===== config.mk =====
export PLATFORM = sky130hd
export DESIGN_NAME = if_fetch_unit_flat
export DESIGN_NICKNAME = d
export VERILOG_FILES = /design/src/rtl/if_fetch_unit_pkg.sv /design/src/rtl/if_fetch_unit_if.sv /design/src/rtl/if_fetch_unit_pc_next_sel.sv /design/src/rtl/if_fetch_unit.sv /design/src/flat_wrapper.sv
export SDC_FILE = /design/constraint.sdc
export NUM_CORES = 1
export LEC_CHECK = 0
export CAP_MARGIN = 20
export CORE_AREA = 10 10 127 129
export CTS_CLUSTER_SIZE = 12
export DETAILED_ROUTE_END_ITERATION = 16
export DIE_AREA = 0 0 137 139
export PLACE_DENSITY = 0.74
export SLEW_MARGIN = 20
export SYNTH_ARGS = -nofsm -noshare
export SYNTH_HDL_FRONTEND = slang
export SYNTH_SLANG_ARGS = --single-unit

===== constraint.sdc =====
create_clock -name clock -period 2 [get_ports clock]
set_clock_uncertainty 0.05 [all_clocks]
set_input_delay 0.2 -clock clock [delete_from_list [all_inputs] [get_ports clock]]
set_output_delay 0.2 -clock clock [all_outputs]
set_load 0.005 [all_outputs]

===== src/rtl/if_fetch_unit_pkg.sv =====
// Shared types and constants for the instruction-fetch stage: bubble word,
// reset/trap addresses and the fetch state encoding.
package if_fetch_unit_pkg;

   typedef logic [31:0] word_t;

   typedef enum logic [1:0] {
      ST_FETCH = 2'd0,
      ST_HOLD  = 2'd1,
      ST_DRAIN = 2'd2
   } fetch_state_e;

   localparam word_t NOP_WORD    = 32'h2008_0000;  // addi $t0,$zero,0
   localparam word_t RESET_PC    = 32'h0000_0000;
   localparam word_t TRAP_VECTOR = 32'h0000_0080;

   function automatic word_t pc_plus4(word_t pc);
      return pc + 32'd4;
   endfunction

endpackage


===== src/rtl/if_fetch_unit_if.sv =====
// Instruction-memory request/ready bus between the fetch stage (master)
// and the instruction memory (slave).
interface if_fetch_unit_if;
   import if_fetch_unit_pkg::*;

   logic  im_req;
   word_t im_addr;
   logic  im_ready;
   word_t im_rdata;

   modport master (output im_req, output im_addr, input im_ready, input im_rdata);
   modport slave  (input im_req, input im_addr, output im_ready, output im_rdata);

endinterface


===== src/rtl/if_fetch_unit_pc_next_sel.sv =====
// Next-PC and effective redirect-target selection for the fetch stage.
// With IF_MISALIGN_TRAP_EN a misaligned target is replaced by TRAP_VECTOR.
module pc_next_sel
   import if_fetch_unit_pkg::*;
(
   input  fetch_state_e state_i,
   input  word_t        pc_i,
   input  word_t        redir_pc_i,
   input  logic         redirect_valid_i,
   input  word_t        redirect_target_i,
   input  logic         im_ready_i,
   input  logic         pc_write_i,
   output word_t        pc_next_o,
   output word_t        eff_target_o,
   output logic         misaligned_o
);

`ifdef IF_MISALIGN_TRAP_EN
   assign misaligned_o = |redirect_target_i[1:0];
   assign eff_target_o = misaligned_o ? TRAP_VECTOR : redirect_target_i;
`else
   assign misaligned_o = 1'b0;
   assign eff_target_o = redirect_target_i & ~32'h0000_0003;
`endif

   always_comb begin
      pc_next_o = pc_i;
      case (state_i)
         ST_FETCH: begin
            // A redirect without data leaves pc on the outstanding request
            // so the drain keeps presenting a stable address.
            if (redirect_valid_i) begin
               if (im_ready_i) pc_next_o = eff_target_o;
            end else if (im_ready_i && pc_write_i) begin
               pc_next_o = pc_plus4(pc_i);
            end
         end
         ST_HOLD: begin
            if (redirect_valid_i)  pc_next_o = eff_target_o;
            else if (pc_write_i)   pc_next_o = pc_plus4(pc_i);
         end
         ST_DRAIN: begin
            if (im_ready_i) pc_next_o = redirect_valid_i ? eff_target_o : redir_pc_i;
         end
         default: pc_next_o = pc_i;
      endcase
   end

endmodule


===== src/rtl/if_fetch_unit.sv =====
// Instruction-fetch stage: owns the PC, handshakes with a variable-latency
// instruction memory, drops in-flight fetches on redirect and emits NOP
// bubbles when idle. Optional feature macro: IF_MISALIGN_TRAP_EN.
module if_fetch_unit
   import if_fetch_unit_pkg::*;
(
   input  logic                    clock,
   input  logic                    reset,
   input  logic                    pc_write,
   input  logic                    redirect_valid,
   input  word_t                   redirect_target,
   if_fetch_unit_if.master         imem,
   output word_t                   im_out,
   output word_t                   pc_add_out,
   output logic                    fetch_valid,
   output logic                    fetch_fault
);

   fetch_state_e state_q, state_d;
   word_t        pc_q, pc_d;
   word_t        buf_q, buf_d;
   word_t        redir_q, redir_d;
   logic         fault_q, fault_d;

   word_t        eff_target;
   logic         misaligned;
   logic         im_req_c;
   logic         fetch_valid_c;
   word_t        im_out_c;

   pc_next_sel u_pc_next_sel (
      .state_i           (state_q),
      .pc_i              (pc_q),
      .redir_pc_i        (redir_q),
      .redirect_valid_i  (redirect_valid),
      .redirect_target_i (redirect_target),
      .im_ready_i        (imem.im_ready),
      .pc_write_i        (pc_write),
      .pc_next_o         (pc_d),
      .eff_target_o      (eff_target),
      .misaligned_o      (misaligned)
   );

   always_comb begin
      state_d       = state_q;
      buf_d         = buf_q;
      redir_d       = redirect_valid ? eff_target : redir_q;
      fault_d       = fault_q | (redirect_valid & misaligned);
      im_req_c      = 1'b0;
      fetch_valid_c = 1'b0;
      im_out_c      = NOP_WORD;

      case (state_q)
         ST_FETCH: begin
            im_req_c = 1'b1;
            if (redirect_valid) begin
               state_d = imem.im_ready ? ST_FETCH : ST_DRAIN;
            end else if (imem.im_ready) begin
               fetch_valid_c = 1'b1;
               im_out_c      = imem.im_rdata;
               if (!pc_write) begin
                  buf_d   = imem.im_rdata;
                  state_d = ST_HOLD;
               end
            end
         end
         ST_HOLD: begin
            fetch_valid_c = 1'b1;
            im_out_c      = buf_q;
            if (redirect_valid || pc_write) state_d = ST_FETCH;
         end
         ST_DRAIN: begin
            im_req_c = 1'b1;
            if (imem.im_ready) state_d = ST_FETCH;
         end
         default: state_d = ST_FETCH;
      endcase

      // Outputs look like a fresh reset for the whole reset cycle.
      if (reset) begin
         im_req_c      = 1'b0;
         fetch_valid_c = 1'b0;
         im_out_c      = NOP_WORD;
      end
   end

   always_ff @(posedge clock) begin
      if (reset) begin
         state_q <= ST_FETCH;
         pc_q    <= RESET_PC;
         buf_q   <= NOP_WORD;
         redir_q <= RESET_PC;
         fault_q <= 1'b0;
      end else begin
         state_q <= state_d;
         pc_q    <= pc_d;
         buf_q   <= buf_d;
         redir_q <= redir_d;
         fault_q <= fault_d;
      end
   end

   assign imem.im_req  = im_req_c;
   assign imem.im_addr = reset ? RESET_PC : pc_q;
   assign im_out       = im_out_c;
   assign fetch_valid  = fetch_valid_c;
   assign pc_add_out   = reset ? pc_plus4(RESET_PC) : pc_plus4(pc_q);
   assign fetch_fault  = fault_q & ~reset;

endmodule


===== src/flat_wrapper.sv =====
// flat-port wrapper written by rule: the top's interface ports become plain ports
module if_fetch_unit_flat import if_fetch_unit_pkg::*;
  (clock, reset, pc_write, redirect_valid, redirect_target, im_out, pc_add_out, fetch_valid, fetch_fault, imem_im_req, imem_im_addr, imem_im_ready, imem_im_rdata);
  if_fetch_unit_if imem_i ();
  input  logic clock;
  input  logic reset;
  input  logic pc_write;
  input  logic redirect_valid;
  input  word_t redirect_target;
  output word_t im_out;
  output word_t pc_add_out;
  output logic fetch_valid;
  output logic fetch_fault;
  output wire logic [$bits(imem_i.im_req)-1:0] imem_im_req;
  output wire logic [$bits(imem_i.im_addr)-1:0] imem_im_addr;
  input wire logic [$bits(imem_i.im_ready)-1:0] imem_im_ready;
  input wire logic [$bits(imem_i.im_rdata)-1:0] imem_im_rdata;
  assign imem_im_req = imem_i.im_req;
  assign imem_im_addr = imem_i.im_addr;
  assign imem_i.im_ready = imem_im_ready;
  assign imem_i.im_rdata = imem_im_rdata;
  if_fetch_unit u_core (.clock(clock), .reset(reset), .pc_write(pc_write), .redirect_valid(redirect_valid), .redirect_target(redirect_target), .imem(imem_i), .im_out(im_out), .pc_add_out(pc_add_out), .fetch_valid(fetch_valid), .fetch_fault(fetch_fault));
endmodule

==> metrics, run 1 <==
status=complete, but fails checks; failing checks=setup timing; CP Cell Sequence=ha_4, and4_4, nand4_4, or4_4, xor2_1, nor2_1, buf_2; Post-Synthesis Cells=761; nets=1114; CORE AREA=13700 um2; final core utilization=0.720; post-synthesis sequential area ratio=0.343; startpoint types=flip-flop; Sw Share=0.316; clock sink count=98; GPL Wtd Cong=0.915; total track usage=0.228; initial antenna violation count=0; Clk Latency, worst-skew pair=0.35 ns; leading area contributor after synthesis=dfxtp_1; XOR/XNOR share of the synthesized area=0.0399; fraction of layout cells with a size suffix above 1=0.382; cts bufs inserted=9; n_diodes=0; HPWL Detailed=14.4 mm; RSZ-0062 raised after global routing=true; IO Port Bufs=164; Reg clk slew, reported paths=0.07 ns; crit path DAT=2.07 ns; Rows=43; Worst setup EP type=primary output; H-tree Lvls=3; final period utilization=1.16; # hold bufs at CTS=0; count of final hold-check violations=0; largest net degree at the start of global routing=67; Max FO, Critical Path=2; CTS max path bufs=2; die area=19000 um2; CP peak stage delay=0.46 ns; Leakage=4.03 nW; setup violators final=40; clock power share=0.319; ANT nets after route=0; wire per inst=20.0 um; CTS root buf=clkbuf_16; DR vias/cell=5.76; Peak VDD IR=0.377 mV; Simple-Gate Fraction of Synth Area=0.282; asr flop ratio synth=0; DRT Pass-1 Iters=5; Synth Area per Inst=7.51 um2; WS Path Type=reg -> out; Synth area leaders=dfxtp_1 (34%), nor2_1 (7.7%), nand2_1 (7.1%); Buf+Inv Stages, Crit Path=1; Netlist cell types=63; proportion of synthesized area in mux cells=0.0565; fin crit period=2.32 ns; Iteration-0 DRC Markers=777; CTS tree=done; Power Total=5.50 mW; post-synthesis adder-cell area fraction=0.00876; I/O Pins=168; Post-Syn Area=5710 um2; DR vias=7056; Post-synth EDFFs=0; #FFs+latches synth=98; starting density of the core=0.418; largest family of logic cells by synthesized area=simple AND/OR/NAND/NOR gates; Post-Syn Nets=834; Compound-Gate Fraction of Synth Area=0.209; CP delay by family, top=simple AND/OR/NAND/NOR gates; Die H=139 um; Die Span X=137 um; Final Max Tran Viols=0; HP Class=in -> reg; max-cap violations=0; Critical Path RT=1.75 ns; Sequential Power Share=0.393; Post-Route WL=24.5 mm; Power Dens Cells=558 nW/um2; Max Fclk=431 MHz; Critical Path Slowest Stage Cell=or4_4; Psw=1.74 mW; Ys Warns=0; drc violations=0; Area growth syn-to-layout=72.3%; first-pass GRT wire length=35.5 mm; Int Power=3.76 mW; Comb pwr share=0.288; vias in the first global route=6701; final setup margin=-0.320 ns; fill cell count=961; Post-synth top flop=dfxtp_1; GRT overflow=0; top-area cell type share of the netlist area=0.343
-- per-layer routing --
metal	vias up	GRT usage	part of all wire
li1	3231	-	-
met1	3412	0.272	0.39
met2	335	0.378	0.49
met3	78	0.0554	0.075
met4	0	0.0949	0.042
met5	-	0	0
-- sequential cells by signal, indices dropped and copies added (netlist names) --
name	count
u_core.buf_q	32
u_core.redir_q	32
u_core.pc_q	32
u_core.state_q	2
-- logic make-up after synthesis --
logic type	count (synthesis)
AND/OR/NAND/NOR	339
AO/OA/AOI/OAI	179
flip-flops	98
buffers and inverters	82
multiplexers	32
XOR/XNOR	26
adder cells (fa/ha/maj)	4
other	1
-- worst min-delay path: cells and delay by family --
family | cells | cell delay, ns
simple gates | 1 | 0.09
compound gates | 1 | 0.05
buf+inv | 2 | 0.29
-- power groups by stage --
stage,registers [mW],clock network [mW],logic [mW]
floorplan,2.18,0,0.597
global placement,2.17,0,1.27
detailed placement,2.18,0,1.28
CTS,2.14,1.75,1.45
global route,2.17,1.85,1.68
finish,2.16,1.75,1.58
-- layout by cell type (no fill, tap or decap), drive strengths merged, types with 5 or more instances in the layout --
| master | instances |
|---|---|
| a21oi | 57 |
| a221oi | 6 |
| a22o | 7 |
| a22oi | 39 |
| and2 | 6 |
| and4 | 5 |
| buf | 236 |
| clkbuf | 13 |
| clkdlybuf4s50 | 101 |
| dfxtp | 98 |
| inv | 12 |
| mux2i | 30 |
| nand2 | 108 |
| nand3 | 15 |
| nand4 | 16 |
| nor2 | 117 |
| nor2b | 31 |
| nor3 | 9 |
| nor4 | 10 |
| o211ai | 9 |
| o21ai | 24 |
| o221ai | 5 |
| xnor2 | 18 |
| xor2 | 8 |
-- cell type report --
cell class	instances	area, um2	area share
tap	180	225	0.0229
clock buffer	9	225	0.0229
clock inverter	7	65.1	0.00661
timing repair buffer	344	3130	0.318
multi-input combinational	581	4180	0.425
inverter	7	28.8	0.00292
sequential	98	1990	0.202
-- synth_stat cells (2+ instances only) --
master	instances
and2_1	6
o311ai_0	2
nand4_2	3
nor4_2	2
clkbuf_1	51
nand3b_1	2
and3_1	3
o31ai_1	2
nor4_1	7
a221oi_1	6
or4_1	2
ha_1	4
a21oi_1	57
mux2_2	2
o21ai_0	23
or2_2	3
o211ai_1	9
nor2b_1	31
nor3b_1	3
a31oi_1	4
a221o_1	3
mux2i_1	30
xor2_1	8
a22oi_1	39
nand2_1	108
inv_1	7
nand2b_1	3
nor2_1	117
nand3_1	15
o21a_1	2
and4_1	4
o221ai_1	5
o2bb2ai_1	3
xnor2_1	18
nand4_1	13
buf_4	3
nor3_1	8
or3_1	3
buf_1	4
buf_2	17
a22o_1	7
o32ai_1	2
o22ai_1	3
dfxtp_1	98
-- repair_timing --
action | in CTS | in global routing
setup endpoints to repair | 70 | 72
resized for setup | 390 | 80
buffers inserted | 58 | 23
pin swaps | 54 | 59
gates cloned | 6 | 2
-- stage by stage --
step | TNS (ns) | instance area, um2 | hold slack (ns) | worst slack [ns] | std cells
after floorplan | 0 | 5730 | 0.274 | 0.0231 | 761
after global placement | -6.03 | 8240 | 0.392 | -0.413 | 1141
after detailed placement | -7.40 | 8240 | 0.396 | -0.431 | 1141
after CTS | -5.11 | 9510 | 0.301 | -0.296 | 1215
after global routing | -7.93 | 9840 | 0.349 | -0.371 | 1226
final | -4.72 | 9840 | 0.328 | -0.320 | 1226
-- worst paths after layout --
| check | startpoint | endpoint | slack, ns | cells past startpoint |
|---|---|---|---|---|
| max | u_core.pc_q[3] | pc_add_out[30] | -0.32 | 7 |
| min | redirect_valid | u_core.redir_q[7] | 0.33 | 4 |
| max reg2reg | u_core.state_q[1] | u_core.pc_q[27] | -0.07 | 9 |
| min reg2reg | u_core.buf_q[14] | u_core.buf_q[14] | 0.42 | 2 |
Power figures use the tool's default switching activity.
==> run 2: changes to the inputs <==
--- a/config.mk
+++ b/config.mk
@@ -6,11 +6,13 @@
 export NUM_CORES = 1
 export LEC_CHECK = 0
 export CAP_MARGIN = 20
-export CORE_AREA = 10 10 127 129
+export CELL_PAD_IN_SITES_DETAIL_PLACEMENT = 0
+export CELL_PAD_IN_SITES_GLOBAL_PLACEMENT = 1
+export CORE_AREA = 10 10 147 149
 export CTS_CLUSTER_SIZE = 12
 export DETAILED_ROUTE_END_ITERATION = 16
-export DIE_AREA = 0 0 137 139
-export PLACE_DENSITY = 0.74
+export DIE_AREA = 0 0 157 159
+export PLACE_DENSITY = 0.76
 export SLEW_MARGIN = 20
 export SYNTH_ARGS = -nofsm -noshare
 export SYNTH_HDL_FRONTEND = slang
==> run 2 against run 1 <==
  * The flow still finishes with violations (setup timing)
  * Design area is 6.1% higher
  * Worst hold slack lost 0.049 ns
  * Non-clock buffer count grew 32
  * Register-to-register slack hardly changed
  * Largest cell class unchanged
  * Largest power group unchanged
==> metrics, run 2 (synthesis gave the netlist of run 1 again) <==
setup violators final=50; Post-Route WL=23.9 mm; CTS tree=done; WS Path Type=reg -> out; cts bufs inserted=9; Reg area=2000 um2; HP Class=in -> reg; RSZ-0062 raised after global routing=true; HPWL Detailed=15.5 mm; Power Dens Cells=553 nW/um2; drc violations=0; clock sink count=98; total track usage=0.178; status=complete, but fails checks; n_diodes=0; fill cell count=1652; Rows=50; Place WS=-0.424 ns; area of the multi-input gates=4280 um2; vias in the first global route=6737; ANT nets after route=0; Worst setup EP type=primary output; GPL Wtd Cong=0.844; Top Registers=u_core.buf_q: 32 flops, u_core.pc_q: 32 flops, u_core.redir_q: 32 flops; max-cap violations=0; Die Span X=157 um; count of final hold-check violations=0; Max FO, Critical Path=2; fin crit period=2.34 ns; final instance area=10400 um2; final period utilization=1.17; commonest non-fill, non-tap cell in the layout=buf_4; Reg clk slew, reported paths=0.07 ns; Leakage=4.27 nW; CORE AREA=18600 um2; largest net degree at the start of global routing=63; Clk Latency, worst-skew pair=0.36 ns; Max Fclk=427 MHz; startpoint types=flip-flop; most frequent cells in the layout=buf_4 (122), nand2_1 (104), clkdlybuf4s50_1 (98); initial antenna violation count=0; Critical Path RT=1.75 ns; DR vias/cell=5.18; nets=1146; first-pass GRT wire length=36.2 mm; Iteration-0 DRC Markers=436; starting density of the core=0.307; crit path DAT=2.09 ns; I/O Pins=168; die area=25000 um2; failing checks=setup timing; DRT Pass-1 Iters=5; CTS max path bufs=2; wire per inst=18.2 um; Peak VDD IR=0.427 mV; Final Max Tran Viols=0; # hold bufs at CTS=0; final setup margin=-0.339 ns; Area growth syn-to-layout=82.8%; IO Port Bufs=164; Post-DP Area=8400 um2; fraction of layout cells with a size suffix above 1=0.428; CTS root buf=clkbuf_16; DR vias=6792; H-tree Lvls=3; Die H=159 um; GRT overflow=0
-- run 2: area by class of cell --
| type | instances | area share |
|---|---|---|
| multi-input cells | 581 | 0.410 |
| repair buffers | 376 | 0.336 |
| flip-flops and latches | 98 | 0.192 |
| well taps | 234 | 0.0280 |
| clock buffers | 11 | 0.0233 |
| clock inverters | 5 | 0.00815 |
| inverters | 7 | 0.00300 |
-- run 2: per-layer routing --
| metal | wire length (um) | global-route usage |
|---|---|---|
| met5 | 0 | 0 |
| met4 | 527 | 0.0614 |
| met3 | 1460 | 0.0453 |
| met2 | 11600 | 0.296 |
| met1 | 10200 | 0.217 |
-- run 2: final timing paths --
check	start	to	slack, ns	cells after the start
max reg2reg	u_core.state_q[0]	u_core.pc_q[27]	-0.08	10
min reg2reg	u_core.redir_q[0]	u_core.redir_q[0]	0.41	1
min	redirect_valid	u_core.state_q[0]	0.28	4
max	u_core.pc_q[2]	pc_add_out[30]	-0.34	8
-- run 2: where the power goes --
part           total (mW)  switching [mW]  internal (mW)
registers            2.16          0.0941           2.07
logic                1.64           0.772          0.868
clock network        1.97           0.825           1.14
-- run 2: what timing repair did --
item,CTS,global route
buffers inserted,64,35
gates resized for setup,387,153
pin swaps,52,72
endpoints found under the setup margin,81,84
gates cloned,2,3
-- run 2: critical path, cell delays in order, from the launching register on --
cell	delay [ns]
dfxtp_2	0.36
ha_4	0.14
and4_4	0.23
buf_6	0.10
nand4_4	0.08
or4_4	0.44
xor2_1	0.15
nor2_1	0.09
buf_2	0.14
-- run 2: per-stage QoR --
step / hold slack [ns] / total power [mW] / util / instances / setup TNS [ns]
3_5_place_dp: 0.397 / 3.49 / 0.452 / 1206 / -7.50
4_1_cts: 0.263 / 5.57 / 0.520 / 1285 / -5.22
3_3_place_gp: 0.392 / 3.48 / 0.452 / 1206 / -6.94
6_report: 0.279 / 5.77 / 0.562 / 1312 / -5.58
2_1_floorplan: 0.274 / 2.78 / - / 761 / 0
5_1_grt: 0.303 / 6.02 / 0.562 / 1312 / -9.96
